**config.mk**
```make
export PLATFORM = sky130hd
export DESIGN_NAME = if_prefetch_unit
export DESIGN_NICKNAME = d
export VERILOG_FILES = /design/src/rtl/if_pkg.sv /design/src/rtl/prefetch_fifo.sv /design/src/rtl/if_prefetch_unit.sv
export SDC_FILE = /design/constraint.sdc
export NUM_CORES = 1
export LEC_CHECK = 0
export BUFFER_PORTS_ARGS = -buffer_cell sky130_fd_sc_hd__buf_2
export CORE_MARGIN = 2
export CORE_UTILIZATION = 45
export DETAILED_ROUTE_END_ITERATION = 10
export GPL_TIMING_DRIVEN = 0
export PLACE_DENSITY = 0.77
export SYNTH_ARGS = -nofsm -noshare
export SYNTH_HDL_FRONTEND = slang
export SYNTH_SLANG_ARGS = --single-unit
```
**constraint.sdc**
```tcl
create_clock -name clk -period 4 [get_ports clk]
set_input_delay 0.6 -clock clk [delete_from_list [all_inputs] [get_ports clk]]
set_output_delay 0.6 -clock clk [all_outputs]
set_load 0.02 [all_outputs]
```
**src/rtl/if_pkg.sv**
```systemverilog
// Shared constants and types for the instruction-fetch front end.
package if_pkg;

    localparam logic [31:0] NOP_INST = 32'h0000_0013;

    typedef enum logic [0:0] {
        S_RUN   = 1'b0,
        S_DRAIN = 1'b1
    } fetch_state_e;

    typedef struct packed {
        logic [31:0] pc;
        logic [31:0] inst;
    } fetch_entry_t;

    // Fetch addresses are always word aligned; low bits of a target are dropped.
    function automatic logic [31:0] word_align(input logic [31:0] addr);
        return addr & 32'hFFFF_FFFC;
    endfunction

endpackage

```
**src/rtl/prefetch_fifo.sv**
```systemverilog
// Synchronous prefetch queue holding {pc, inst} pairs; flush empties it in one cycle.
module prefetch_fifo #(
    parameter int unsigned DEPTH = 4
) (
    input  logic                     clk,
    input  logic                     rst,
    input  logic                     push,
    input  logic [63:0]              push_data,
    input  logic                     pop,
    input  logic                     flush,
    output logic [63:0]              head_data,
    output logic                     full,
    output logic                     empty,
    output logic [$clog2(DEPTH):0]   count
);

    localparam int unsigned PW = $clog2(DEPTH);
    localparam int unsigned CW = PW + 1;

    logic [63:0]   mem_r [DEPTH];
    logic [PW-1:0] wr_ptr_r;
    logic [PW-1:0] rd_ptr_r;
    logic [CW-1:0] count_r;
    logic          push_ok_s;
    logic          pop_ok_s;

    assign full      = (count_r == CW'(DEPTH));
    assign empty     = (count_r == {CW{1'b0}});
    assign push_ok_s = push && !full;
    assign pop_ok_s  = pop && !empty;
    assign head_data = mem_r[rd_ptr_r];
    assign count     = count_r;

    // Pointer and occupancy tracking; pointers wrap naturally since DEPTH is a power of two.
    always_ff @(posedge clk) begin
        if (!rst || flush) begin
            wr_ptr_r <= {PW{1'b0}};
            rd_ptr_r <= {PW{1'b0}};
            count_r  <= {CW{1'b0}};
        end else begin
            if (push_ok_s) begin
                wr_ptr_r <= wr_ptr_r + PW'(1);
            end
            if (pop_ok_s) begin
                rd_ptr_r <= rd_ptr_r + PW'(1);
            end
            case ({push_ok_s, pop_ok_s})
                2'b10:   count_r <= count_r + CW'(1);
                2'b01:   count_r <= count_r - CW'(1);
                default: count_r <= count_r;
            endcase
        end
    end

    // Entry storage write.
    always_ff @(posedge clk) begin
        if (push_ok_s && !flush) begin
            mem_r[wr_ptr_r] <= push_data;
        end
    end

endmodule

```
**src/rtl/if_prefetch_unit.sv**
```systemverilog
// Fetch front end: owns the fetch PC, issues granted word reads and feeds decode from a prefetch queue.
module if_prefetch_unit #(
    parameter int unsigned DEPTH    = 4,
    parameter logic [31:0] RESET_PC = 32'h0000_0000,
    parameter logic [31:0] NOP_INST = if_pkg::NOP_INST
) (
    input  logic        clk,
    input  logic        rst,
    output logic        imem_req,
    output logic [31:0] imem_addr,
    input  logic        imem_gnt,
    input  logic        imem_rvalid,
    input  logic [31:0] imem_rdata,
    input  logic        redirect_valid,
    input  logic [31:0] redirect_pc,
    input  logic        id_ready,
    output logic        if_valid,
    output logic [31:0] if_inst,
    output logic [31:0] if_pc,
    output logic [31:0] if_pc_inc
);

    import if_pkg::*;

    localparam int unsigned CW = $clog2(DEPTH) + 1;

    fetch_state_e  state_r;
    fetch_state_e  state_nxt_s;
    logic [31:0]   fetch_pc_r;
    logic [31:0]   rsp_pc_r;
    logic [31:0]   last_pc_r;
    logic          inflight_r;
    logic          req_s;
    logic          accept_s;
    logic          rsp_s;
    logic          pop_s;
    logic          full_s;
    logic          empty_s;
    logic [CW-1:0] count_s;
    logic [CW:0]   occupancy_s;
    logic [63:0]   head_s;
    fetch_entry_t  head_e;
    fetch_entry_t  push_e;

    // Outstanding response is reserved a slot so a full queue never has to drop data.
    assign occupancy_s = {1'b0, count_s} + {{CW{1'b0}}, inflight_r};
    assign req_s       = rst && (state_r == S_RUN) && !redirect_valid && !full_s
                         && (occupancy_s < (CW+1)'(DEPTH));
    assign accept_s    = req_s && imem_gnt;
    assign rsp_s       = imem_rvalid && inflight_r && !redirect_valid;
    assign pop_s       = !empty_s && id_ready && !redirect_valid;
    assign push_e      = '{pc: rsp_pc_r, inst: imem_rdata};
    assign head_e      = fetch_entry_t'(head_s);

    prefetch_fifo #(.DEPTH(DEPTH)) u_fifo (
        .clk       (clk),
        .rst       (rst),
        .push      (rsp_s),
        .push_data (push_e),
        .pop       (pop_s),
        .flush     (redirect_valid),
        .head_data (head_s),
        .full      (full_s),
        .empty     (empty_s),
        .count     (count_s)
    );

    // FSM state register.
    always_ff @(posedge clk) begin
        if (!rst) begin
            state_r <= S_RUN;
        end else begin
            state_r <= state_nxt_s;
        end
    end

    // FSM next state: a redirect with a response in flight spends one cycle draining it.
    always_comb begin
        state_nxt_s = state_r;
        case (state_r)
            S_RUN:   state_nxt_s = (redirect_valid && (accept_s || inflight_r)) ? S_DRAIN : S_RUN;
            S_DRAIN: state_nxt_s = (redirect_valid && inflight_r) ? S_DRAIN : S_RUN;
            default: state_nxt_s = S_RUN;
        endcase
    end

    // FSM outputs and decode-facing view of the queue head.
    always_comb begin
        imem_req  = req_s;
        imem_addr = fetch_pc_r;
        if_valid  = !empty_s;
        if (empty_s) begin
            if_inst = NOP_INST;
            if_pc   = last_pc_r;
        end else begin
            if_inst = head_e.inst;
            if_pc   = head_e.pc;
        end
        if_pc_inc = if_pc + 32'd4;
    end

    // Fetch PC, in-flight tracking and last presented PC.
    always_ff @(posedge clk) begin
        if (!rst) begin
            fetch_pc_r <= RESET_PC;
            rsp_pc_r   <= 32'h0000_0000;
            last_pc_r  <= 32'h0000_0000;
            inflight_r <= 1'b0;
        end else begin
            inflight_r <= accept_s;
            if (accept_s) begin
                rsp_pc_r <= fetch_pc_r;
            end
            if (!empty_s) begin
                last_pc_r <= head_e.pc;
            end
            if (redirect_valid) begin
                fetch_pc_r <= word_align(redirect_pc);
            end else if (accept_s) begin
                fetch_pc_r <= fetch_pc_r + 32'd4;
            end
        end
    end

endmodule
```
Word-level counts from Yosys, hierarchy flattened
Memories as Yosys holds them, arrays and structs flattened. A register that Yosys moved wholly into a read port is not among the register bits.
Index checks and enable logic that the tools add are counted.

word-level totals
  register bits = 105
  memory bits (writable) = 256
  input port bits = 70
  output and inout bits = 130
  word-level logic and storage cells = 59
  memories = 1

memories
  name          words  width  rd ports  clocked after memory_dff  write ports  RTL line             RTL
  u_fifo.mem_r  4      64     1         1                         1            prefetch_fifo.sv:20  logic [63:0] mem_r [DEPTH];

cells by class
  add/subtract/negate cells = 7
  magnitude comparators = 1
  equality and inequality tests = 3
  muxes and demuxes = 12
  bitwise operators = 2
  reductions and logical operators = 24

operator list
  cell                   number
  $mux 32                4
  $add 32x3->32 const B  2
  $logic_and 1x1->1      14
  $pmux 3 s2             1
  $add 2x1->2 const B    2
  $add 3x1->4            1
  $logic_not 1->1        4
  $lt 4x3->1 const B     1
  $mux 1                 4
  $mux 2                 2
  $reduce_bool 2->1      2
  $add 3x1->3 const B    1
  $eq 3x3->1 const B     1
  $logic_not 3->1        1
  $sub 3x1->3 const B    1
  $eq 2x1->1 const B     1
  $eq 2x2->1 const B     1
  $logic_or 1x1->1       2
  $not 1->1              2
  $pmux 1 s2             1
  $reduce_or 2->1        1

Logic depth before layout (Yosys ltp)
Gate-level depths: netlist (run 1).

  depth after elaboration = 10
  depth in mapped cells = 13
  depth with buffers taken out = 10

Modules after synthesis
A second synthesis (run 1) with hierarchy kept.

unflattened totals
  cell total of the unflattened synthesis = 1,028
  area, all modules = 14,894.3 um^2

by module, submodules not included
  module            instances  cells an instance  area an instance (um^2)  seq. area each (um^2)
  prefetch_fifo     1          389                9,788.1                  7,867.5
  if_prefetch_unit  1          639                5,106.1                  1,881.8

Worst setup path after synthesis (run 1)
No wires, ideal clock.

  path kind = register -> output
  start = register u_fifo.count_r[2], in the netlist u_fifo.count[2]
  end = output port if_pc_inc[24]
  data arrival time = 3.419 ns
  slack = -0.019 ns
  cell stages (with the launch flop) = 14
  cells stage by stage = dfxtp_1 -> nor3_2 -> inv_2 -> buf_1 -> buf_2 -> buf_2 -> mux2i_1 -> inv_1 -> ha_1 -> inv_1 -> a221oi_2 -> nand3_1 -> a21o_1 -> xnor2_1

between the ends
  longest elaborated chain between the ends = 3

ends and longest elaborated chain
  element                   RTL line                RTL
  start: declaration        prefetch_fifo.sv:23     logic [CW-1:0] count_r;
  start signal: assignment  prefetch_fifo.sv:39     count_r <= {CW{1'b0}};
  start signal: assignment  prefetch_fifo.sv:48     2'b10: count_r <= count_r + CW'(1);
  start signal: assignment  prefetch_fifo.sv:49     2'b01: count_r <= count_r - CW'(1);
  $logic_not 3->1           prefetch_fifo.sv:28     assign empty = (count_r == {CW{1'b0}});
  $mux 32                   if_prefetch_unit.sv:92  if (empty_s) begin
  net if_pc[2]              if_prefetch_unit.sv:19  output logic [31:0] if_pc,
  $add 32x3->32             if_prefetch_unit.sv:99  if_pc_inc = if_pc + 32'd4;
  end: declaration          if_prefetch_unit.sv:20  output logic [31:0] if_pc_inc

The timed path passes the listed nets, and every way through them passes these cells.

Worst setup path in the final report (run 1)
  start = register u_fifo.count_r[1], in the netlist u_fifo.count[1]
  end = output port if_pc_inc[28]

between the ends
  longest elaborated chain between the ends = 3

ends and longest elaborated chain
  element          RTL line
  $logic_not 3->1  prefetch_fifo.sv:28
  $mux 32          if_prefetch_unit.sv:92
  $add 32x3->32    if_prefetch_unit.sv:99

No other way between the ends.

==> results of run 1 <==
## cell families (layout without fill, tap and decap cells)
group,after synthesis,in the layout,share of synthesized area (%)
buf+inv,97,361,2.92
fa+ha+maj,8,8,0.750
flops,351,351,66.3
mux,91,91,11.9
xor+xnor,39,39,2.38
simple gates,325,325,10.9
other cells,1,2,0.0261
compound gates,116,116,4.82
## worst paths after layout
check | from | end | cells past startpoint
min reg2reg | last_pc_r[0] | last_pc_r[0] | 1
min | imem_rdata[9] | u_fifo.mem_r[3][9] | 1
max | u_fifo.count[1] | if_pc_inc[28] | 12
max reg2reg | u_fifo.count[0] | u_fifo.mem_r[0][18] | 4
## area by class of cell
cell class / instances / area, um^2 / share of cell area [%]
plain buffers: 55 / 280 / 1.63
clock buffers: 47 / 1010 / 5.89
clock inverters: 16 / 131 / 0.763
inverters: 40 / 153 / 0.887
multi-input cells: 581 / 4510 / 26.2
flip-flops and latches: 351 / 9510 / 55.3
well taps: 402 / 503 / 2.92
repair buffers: 203 / 1110 / 6.45
## power by group
part	internal, mW	total [mW]	switching (mW)
Combinational	0.0822	0.235	0.152
Sequential	3.90	3.94	0.0384
Clock	1.91	3.21	1.30
Total	5.89	7.39	1.49
## layer usage
metal / global-route usage [%] / wire length [um]
met1: 27.4 / 14300
met2: 31.6 / 15300
met3: 3.21 / 2590
met4: 6.61 / 838
met5: 0 / 18
## registers in the layout, indices dropped and copies added, names as in the netlist, named ones only
register,flops
u_fifo.mem_r,248
last_pc_r,32
imem_addr,30
rsp_pc_r,30
u_fifo.count,3
u_fifo.rd_ptr_r,2
u_fifo.wr_ptr_r,2
inflight_r,1
state_r,1
## stage by stage
step	util [%]	hold slack (ps)
after floorplan	-	444
after global placement	50.3	458
after detailed placement	50.6	463
after CTS	54.6	286
after global routing	54.7	296
final	54.7	311
## worst reg2reg max path: stages, from the launching register on
cell      delay, ps
dfxtp_1         440
inv_1           120
a311oi_1        920
and2_4          590
buf_12          290
## cell usage in the layout (no fill, tap or decap), types with 10 or more instances in the layout
cell type  count
edfxtp_1     248
buf_2        201
nand2_1      118
dfxtp_1      101
nor2_1        70
mux4_2        56
a21oi_1       55
clkbuf_1      38
inv_1         38
and2_1        37
clkbuf_16     37
xnor2_1       32
mux2i_1       28
nand3_1       27
nand4_1       20
o21ai_0       19
a31oi_1       17
and3_1        12
buf_4         10
nor3_1        10
## repair_timing
| item | 4_1_cts | 5_1_grt |
|---|---|---|
| gates resized for setup | 17 | 12 |
| buffers inserted | 4 | 0 |
| endpoints found under the setup margin | 51 | 11 |
| hold buffers | 0 | 0 |
| pin swaps | 2 | 3 |
| cloned | 0 | 0 |
==> key figures, run 1 <==
Timing
  – Slew Limit Fails: 0
  – Fin Setup TNS: 0 ps
  – Worst-Margin Slew: 1070 ps
  – Max_slew headroom: 28.1%
  – Clk_skew: 8.87 ps
  – Final WS setup: 164 ps
  – Tcrit/Tclk final: 95.9%
  – Fin crit period: 3840 ps
  – Final Setup Violations: 0
  – Highest clock rate: 261 MHz
  – Final hold violations: 0
  – Unrepaired setup endpoints after global routing: false

Placement
  – GPL Wtd Cong: 0.884
  – Setup WS pre-CTS: -1140 ps
  – Placed cell count: 1630
  – Placed cell area: 15900 um^2
  – Number of port buffers: 195
  – DP HPWL: 22.9 mm

Power and ir drop
  – VDD IR max: 0.243 mV
  – PD cells: 429 nW/um^2
  – Pleak: 6.43 nW
  – Total power: 7.39 mW

Synthesis
  – Area share of the largest cell type after synthesis: 51.9%
  – Area contributors post-synth: edfxtp_1, dfxtp_1, mux4_2
  – Ys async rst share: 0%
  – Sequential cell area fraction in the yosys report: 66.3%
  – Syn Std Cell Area: 14300 um^2
  – Yosys reg bits: 351
  – Avg Synthesized Cell Area: 14.0 um^2
  – Post-synth EDFFs: 248
  – Post-synth cell types: 55
  – Most instantiated library cell after synthesis: edfxtp_1
  – Post-Synthesis Cells: 1028
  – Synth Warn #: 0
  – Commonest cells in the synthesized netlist: edfxtp_1, nand2_1, dfxtp_1, nor2_1, mux4_2
  – Area leader, netlist: edfxtp_1
  – Top_reg_cell synth: edfxtp_1

Route
  – Drt total wl: 33.1 mm
  – Drt drc: 0
  – Antenna violation net count after detailed routing: 0
  – Drt via density: 5.47
  – DRT Pass-1 Iters: 5
  – DR iter-0 viols: 803
  – Via count: 9267
  – DR WL/cell: 19.5 um

Global route
  – Largest net degree at the start of global routing: 62
  – GRT Util Overall: 19.7%
  – Grt total ovfl: 0
  – Initial antenna violation count: 2
  – Vias in the first global route: 9046
  – First-pass GRT wire length: 50.4 mm

Critical path
  – Slowest stage delay, CP: 360 ps
  – Crit-path cells: nor3_4, inv_4, buf_12, mux2i_2, inv_1, ha_2, inv_1, a221oi_4, nand3_4, nor3b_2, xnor2_1, buf_4
  – CP max-delay cell: nor3_4
  – Worst setup SP type: flop
  – CP Capture Type: output port
  – Crit path max-delay family: simple AND/OR/NAND/NOR gates
  – Reg-to-reg slack, setup: 1280 ps
  – Crit path kind: flop to output port
  – CP max FO: 19
  – Critical Path AT: 3240 ps
  – Most used cell, CP: inv_1
  – Worst path bufs/invs: 5
  – Required @ worst endpoint: 3400 ps

CTS
  – CTS Buf Count: 36
  – CTS Sinks: 351
  – CTS tree: yes
  – Clk_lat worst skew: 500 ps
  – H-tree Lvls: 2
  – Reg clk slew, reported paths: 60 ps
  – Clk root buf: clkbuf_16
  – CTS Buffer Depth: 3

Final layout
  – FILL cells: 2551
  – Layout cells sized above 1: 27.5%
  – Area grow syn2layout: 20.0%
  – Non-filler cells, final: 1695
  – Final net count: 1346
  – # diodes: 0
  – Post-layout instance area: 17200 um^2

Job
  – Max Cap Violations: 0

Min path
  – Worst hold path type: input port to flop

Outcome
  – Outcome: complete, no violations

Floorplanning
  – Width of the die: 183 um
  – Initial Utilization: 45.6%
  – # IOs: 200
  – Std cell rows: 65
  – Die area: 33300 um^2
  – Die Span Y: 183 um
  – Core Footprint: 31500 um^2
Power figures use the tool's default switching activity.
==> run 2: changes to the inputs <==
- PLACE_DENSITY: 0.77 -> 0.64
- clock period: 4 -> 3.9 ns (I/O delays scaled with it)
==> run 2 against run 1 <==
- worst setup slack improved by 2.6 ps
- first-iteration DRC count fell by 15%
- sequential share of layout area fell by 0.35 points
- power rose by 4.3%
- clock power rose by 6.9%
- critical path depth rose by 2
- largest power group unchanged
==> key figures, run 2 (synthesis gave the netlist of run 1 again) <==
Power and ir drop
  – Pleak: 6.48 nW (+0.69%)
  – PD cells: 445 nW/um^2 (+3.7%)
  – VDD IR max: 0.222 mV (-8.8%)

Timing
  – Tcrit/Tclk final: 95.7%
  – Slew Limit Fails: 0 (unchanged)
  – Clk_skew: 15.8 ps (+6.96 ps)
  – Unrepaired setup endpoints after global routing: false
  – Max_slew headroom: 33.1% (+4.9 points)
  – Highest clock rate: 268 MHz
  – Final hold violations: 0 (unchanged)
  – Final Setup Violations: 0 (unchanged)
  – Worst-Margin Slew: 997 ps (-73.7 ps)
  – Fin Setup TNS: 0 ps (unchanged)
  – Final hold slack: 282 ps (-28.9 ps)
  – Fin crit period: 3730 ps

CTS
  – Clk_lat worst skew: 520 ps (+20 ps)
  – CTS tree: yes
  – Cts hold-fix bufs: 0 (unchanged)
  – CTS Sinks: 351 (unchanged)
  – CTS Buf Count: 38 (+5.6%)
  – Reg clk slew, reported paths: 60 ps (about the same)
  – CTS Buffer Depth: 3 (unchanged)
  – Clk root buf: clkbuf_16
  – H-tree Lvls: 2 (unchanged)

Route
  – Antenna violation net count after detailed routing: 0 (unchanged)
  – Drt via density: 5.47 (about the same)
  – DR WL/cell: 19.4 um (-0.74%)
  – Via count: 9307 (+0.43%)
  – DR iter-0 viols: 686 (-15%)
  – Drt drc: 0 (unchanged)
  – DRT Pass-1 Iters: 5 (unchanged)
  – Drt total wl: 33.0 mm (-0.33%)

Critical path
  – R2r endpoint: imem_addr[31]
  – Worst path bufs/invs: 7 (+2)
  – Crit path kind: flop to output port
  – CP max FO: 19 (unchanged)
  – Reg-to-reg slack, setup: 1220 ps (-60 ps)
  – Crit path max-delay family: buffers and inverters
  – Crit-path cells: nor3_4, buf_6, inv_8, buf_12, mux2i_2, inv_1, ha_2, inv_1, a221oi_4, buf_12, nand3_4, nor4_4, xnor2_1, buf_4
  – Reg2Reg Depth: 8 (+4)
  – Start point of the critical path: u_fifo.count[2]
  – R2R Path Start: imem_addr[9]
  – Required @ worst endpoint: 3310 ps (-90 ps)
  – CP max-delay cell: dfxtp_2
  – Worst setup SP type: flop
  – CP Capture Type: output port
  – Critical Path AT: 3150 ps (-90 ps)
  – Slowest stage delay, CP: 350 ps (about the same)

Placement
  – GPL Wtd Cong: 0.853 (-3.5%)
  – DP HPWL: 22.8 mm (-0.27%)
  – Placed cell area: 15900 um^2 (about the same)
  – Number of port buffers: 195 (unchanged)

Global route
  – Vias in the first global route: 9000 (-0.51%)
  – Initial antenna violation count: 0 (-2)
  – Largest net degree at the start of global routing: 44 (-29%)
  – GRT Util Overall: 19.8% (+0.15 points)
  – Grt total ovfl: 0 (unchanged)
  – First-pass GRT wire length: 51.0 mm (+1.1%)

Final layout
  – Most frequent cells in the layout: edfxtp_1, buf_2, nand2_1, dfxtp_1, nor2_1
  – Layout cells sized above 1: 27.6% (+0.16 points)
  – Post-layout instance area: 17300 um^2 (+0.63%)
  – Max FFs per register: 248 (unchanged)
  – Most flops, register: u_fifo.mem_r
  – Area grow syn2layout: 20.8%
  – # diodes: 0 (unchanged)
  – Biggest regs: u_fifo.mem_r (248), last_pc_r (32)
  – FILL cells: 2609 (+2.3%)
  – Final net count: 1350 (+0.30%)
  – Most common cell after layout, fill and taps aside: edfxtp_1

Min path
  – Min-delay src: imem_rdata[4]
  – Cells on Worst Hold Path: 1 (unchanged)
  – Worst hold path type: input port to flop
  – Endpoint, Worst Hold: u_fifo.mem_r[3][4]

Outcome
  – Outcome: complete, no violations

Floorplanning
  – Die area: 33300 um^2 (unchanged)
  – Width of the die: 183 um (unchanged)
  – Core Footprint: 31500 um^2 (unchanged)
  – Std cell rows: 65 (unchanged)
  – # IOs: 200 (unchanged)
  – Initial Utilization: 45.6% (unchanged)
  – Die Span Y: 183 um (unchanged)

Job
  – Max Cap Violations: 0 (unchanged)
run 2: through the flow:
stage	setup WS, ps	util, %	std cells	total power [mW]
6_report	167	55.0	1702	7.71
4_1_cts	5.01	54.9	1702	7.77
3_3_place_gp	-1070	50.3	1626	4.35
5_1_grt	5.71	55.0	1702	7.94
3_5_place_dp	-996	50.6	1630	4.35
2_1_floorplan	116	-	1029	4.23
run 2: repair_timing:
action,in CTS,in global routing
cloned,0,0
hold endpoints to repair,0,0
setup endpoints to repair,57,13
setup buffers,5,1
pin swaps,3,2
gates resized for setup,23,16
run 2: cell type report:
class	instances	area [um^2]	area share, %
flip-flops and latches	351	9510	54.9
multi-input cells	581	4520	26.1
repair buffers	205	1130	6.54
clock buffers	58	1120	6.46
well taps	402	503	2.90
plain buffers	55	293	1.69
inverters	40	158	0.910
clock inverters	10	78.8	0.455
run 2: worst max-delay path by stage:
stage / to / slack [ps] / cells past startpoint
floorplan: if_pc_inc[30] / 120 / 13
global placement: u_fifo.mem_r[0][18] / -1070 / 4
detailed placement: if_pc_inc[30] / -1000 / 14
CTS: if_pc_inc[18] / 5 / 14
global route: if_pc_inc[30] / 6 / 14
finish: if_pc_inc[30] / 170 / 14
run 2: where the power goes:
group,switching [mW],internal (mW),total (mW)
Sequential,0.0396,4.00,4.04
Clock,1.38,2.05,3.43
Combinational,0.155,0.0850,0.240
Total,1.57,6.13,7.71
run 2: metal layers:
layer | track usage [%] | up-vias | share of wire, %
li1 | - | 4310 | -
met1 | 28.8 | 4518 | 45
met2 | 30.8 | 421 | 45
met3 | 3.25 | 58 | 7.4
met4 | 6.06 | 0 | 2.3
met5 | 0 | - | 0
==> run 3: changes to the inputs <==
- BUFFER_PORTS_ARGS: -buffer_cell sky130_fd_sc_hd__buf_2 -> unset
- DONT_BUFFER_PORTS: unset -> 1
- PLACE_DENSITY: 0.64 -> 0.59
==> run 3 against run 2 <==
- final area down 5.1%
- largest cell class unchanged
- die area unchanged
- sequential power about the same
- via count decreased by 9.5%
- global-route usage fell by 0.36 points
- critical path depth unchanged
- clock skew up 3.3 ps
- register-to-register slack lost 180 ps
- power down 2.3%
==> key figures, run 3 (synthesis gave the netlist of run 1 again) <==
Critical path
  – Reg-to-reg slack, setup: 1040 ps (-180 ps)
  – Slowest stage delay, CP: 350 ps (about the same)
  – Most used cell, CP: buf_12
  – R2r endpoint: imem_addr[31]
  – CP Capture Type: output port
  – Critical Path AT: 3200 ps (+50 ps)
  – R2R Path Start: imem_addr[9]
  – Worst setup path end: if_pc_inc[24]
  – Reg2Reg Depth: 8 (unchanged)
  – Crit-path cells: nor3_4, buf_12, inv_4, buf_6, buf_12, mux2i_4, inv_4, ha_4, inv_1, a221oi_4, buf_12, nand3_4, a21o_1, xnor2_2
  – CP max-delay cell: dfxtp_2
  – Start point of the critical path: u_fifo.count[0]
  – Crit path kind: flop to output port
  – Worst setup SP type: flop
  – CP max FO: 11 (-8)
  – Required @ worst endpoint: 3310 ps (about the same)

Global route
  – Grt total ovfl: 0 (unchanged)
  – GRT Util Overall: 19.5% (-0.36 points)
  – Met3 usage: 5.63% (+2.4 points)
  – Met1 global-route usage: 25.7% (-3.1 points)
  – Largest net degree at the start of global routing: 36 (-18%)
  – Met2 usage: 31.4% (+0.59 points)
  – Vias in the first global route: 8498 (-5.6%)
  – Initial antenna violation count: 1 (+1)
  – Gr busiest metal: met2
  – First-pass GRT wire length: 49.6 mm (-2.7%)

Timing
  – Worst-Margin Slew: 1050 ps (+52.4 ps)
  – Fin crit period: 3790 ps (+54.1 ps)
  – Final hold violations: 0 (unchanged)
  – Clk_skew: 19.1 ps (+3.27 ps)
  – Slew Limit Fails: 0 (unchanged)
  – Unrepaired setup endpoints after global routing: false
  – Tcrit/Tclk final: 97.1% (+1.4 points)
  – Highest clock rate: 264 MHz (-1.4%)
  – Final Setup Violations: 0 (unchanged)
  – Max_slew headroom: 29.6% (-3.5 points)
  – Fin Setup TNS: 0 ps (unchanged)
  – Final hold slack: 159 ps (-123 ps)

CTS
  – CTS Buf Count: 37 (-2.6%)
  – CTS Buffer Depth: 3 (unchanged)
  – Clk_lat worst skew: 510 ps (about the same)
  – Reg clk slew, reported paths: 60 ps (about the same)
  – Cts hold-fix bufs: 0 (unchanged)
  – Clk root buf: clkbuf_16
  – CTS Sinks: 351 (unchanged)
  – CTS tree: yes
  – H-tree Lvls: 2 (unchanged)

Floorplanning
  – Die area: 33300 um^2 (unchanged)
  – # IOs: 200 (unchanged)
  – Core Footprint: 31500 um^2 (unchanged)
  – Die Span Y: 183 um (unchanged)
  – Std cell rows: 65 (unchanged)
  – Initial Utilization: 45.6% (unchanged)
  – Width of the die: 183 um (unchanged)

Outcome
  – Outcome: complete, no violations

Power and ir drop
  – Total power: 7.53 mW (-2.3%)
  – Pleak: 5.62 nW (-13%)
  – PD cells: 458 nW/um^2 (+2.9%)
  – VDD IR max: 0.257 mV (+16%)

Min path
  – Worst hold path type: input port to flop

Final layout
  – Most common cell after layout, fill and taps aside: edfxtp_1
  – # diodes: 0 (unchanged)
  – Most flops, register: u_fifo.mem_r
  – Non-filler cells, final: 1511 (-11%)
  – Layout cells sized above 1: 16.4% (-11 points)
  – Most frequent cells in the layout: edfxtp_1, nand2_1, dfxtp_1, nor2_1, mux4_2
  – Fin util: 52.2% (-2.8 points)
  – Final net count: 1162 (-14%)
  – Area grow syn2layout: 14.6%
  – Biggest regs: u_fifo.mem_r (248), last_pc_r (32)
  – Max FFs per register: 248 (unchanged)

Placement
  – Placed cell count: 1435 (-12%)
  – DP HPWL: 22.5 mm (-1.6%)
  – GPL Wtd Cong: 0.887 (+4.0%)
  – Number of port buffers: 0 (-100%)

Route
  – DR WL/cell: 21.5 um (+11%)
  – Via count: 8425 (-9.5%)
  – Antenna violation net count after detailed routing: 0 (unchanged)
  – DRT Pass-1 Iters: 5 (unchanged)
  – Drt drc: 0 (unchanged)
  – Drt total wl: 32.5 mm (-1.4%)
  – Drt via density: 5.58 (+2.0%)
  – DR iter-0 viols: 611 (-11%)

Job
  – Max Cap Violations: 0 (unchanged)
run 3: cell count changes in the layout (fill, tap and decap cells not counted), sizes merged:
cell and delta:
buf -188, clkbuf -19, clkinv +13, bufinv +2
inv +1
run 3: metal layers:
layer  share of wire, %  wire length (um)
met1                 43             14000
met4                2.3               735
met3                9.4              3050
met2                 45             14800
met5                  0                 0
run 3: worst min-delay path by stage:
stage                              from                 end  slack [ps]  cells past startpoint
after global routing      imem_rdata[4]  u_fifo.mem_r[2][4]         140                      0
after detailed placement   last_pc_r[1]        last_pc_r[1]         460                      1
after floorplan            last_pc_r[0]        last_pc_r[0]         440                      1
after global placement     last_pc_r[0]        last_pc_r[0]         460                      1
final                     imem_rdata[4]  u_fifo.mem_r[2][4]         160                      0
after CTS                 imem_rdata[6]  u_fifo.mem_r[2][6]         140                      0
run 3: repair_timing:
| action | CTS | global route |
|---|---|---|
| buffers inserted | 5 | 8 |
| endpoints found under the hold margin | 0 | 0 |
| resized for setup | 38 | 10 |
| pin swaps | 5 | 2 |
| setup endpoints to repair | 51 | 14 |
run 3: cell type report:
type / count / area, um^2
plain buffers: 56 / 300
clock buffers: 38 / 930
clock inverters: 26 / 203
fillers: 2643 / 15000
inverters: 40 / 155
multi-input cells: 581 / 4630
flip-flops and latches: 351 / 9510
well taps: 402 / 503
repair buffers: 17 / 206
run 3: stage by stage:
stage	setup WS, ps	area, um^2
6_report	113	16400
5_1_grt	7.31	16400
4_1_cts	1.85	16300
3_5_place_dp	-1230	15000
3_3_place_gp	-1230	14900
2_1_floorplan	116	14400
run 3: report_power, final:
part / total (mW) / switching, mW / internal, mW
Clock: 3.31 / 1.39 / 1.93
Sequential: 4.06 / 0.0646 / 4.00
Combinational: 0.149 / 0.101 / 0.0483
run 3: critical path, delay by kind of cell, from the launching register on:
kind,cells,cell delay (ps)
compound gates,2,490
xor+xnor,1,270
fa+ha+maj,1,150
buf+inv,7,820
flops,1,350
mux,1,230
simple gates,2,350
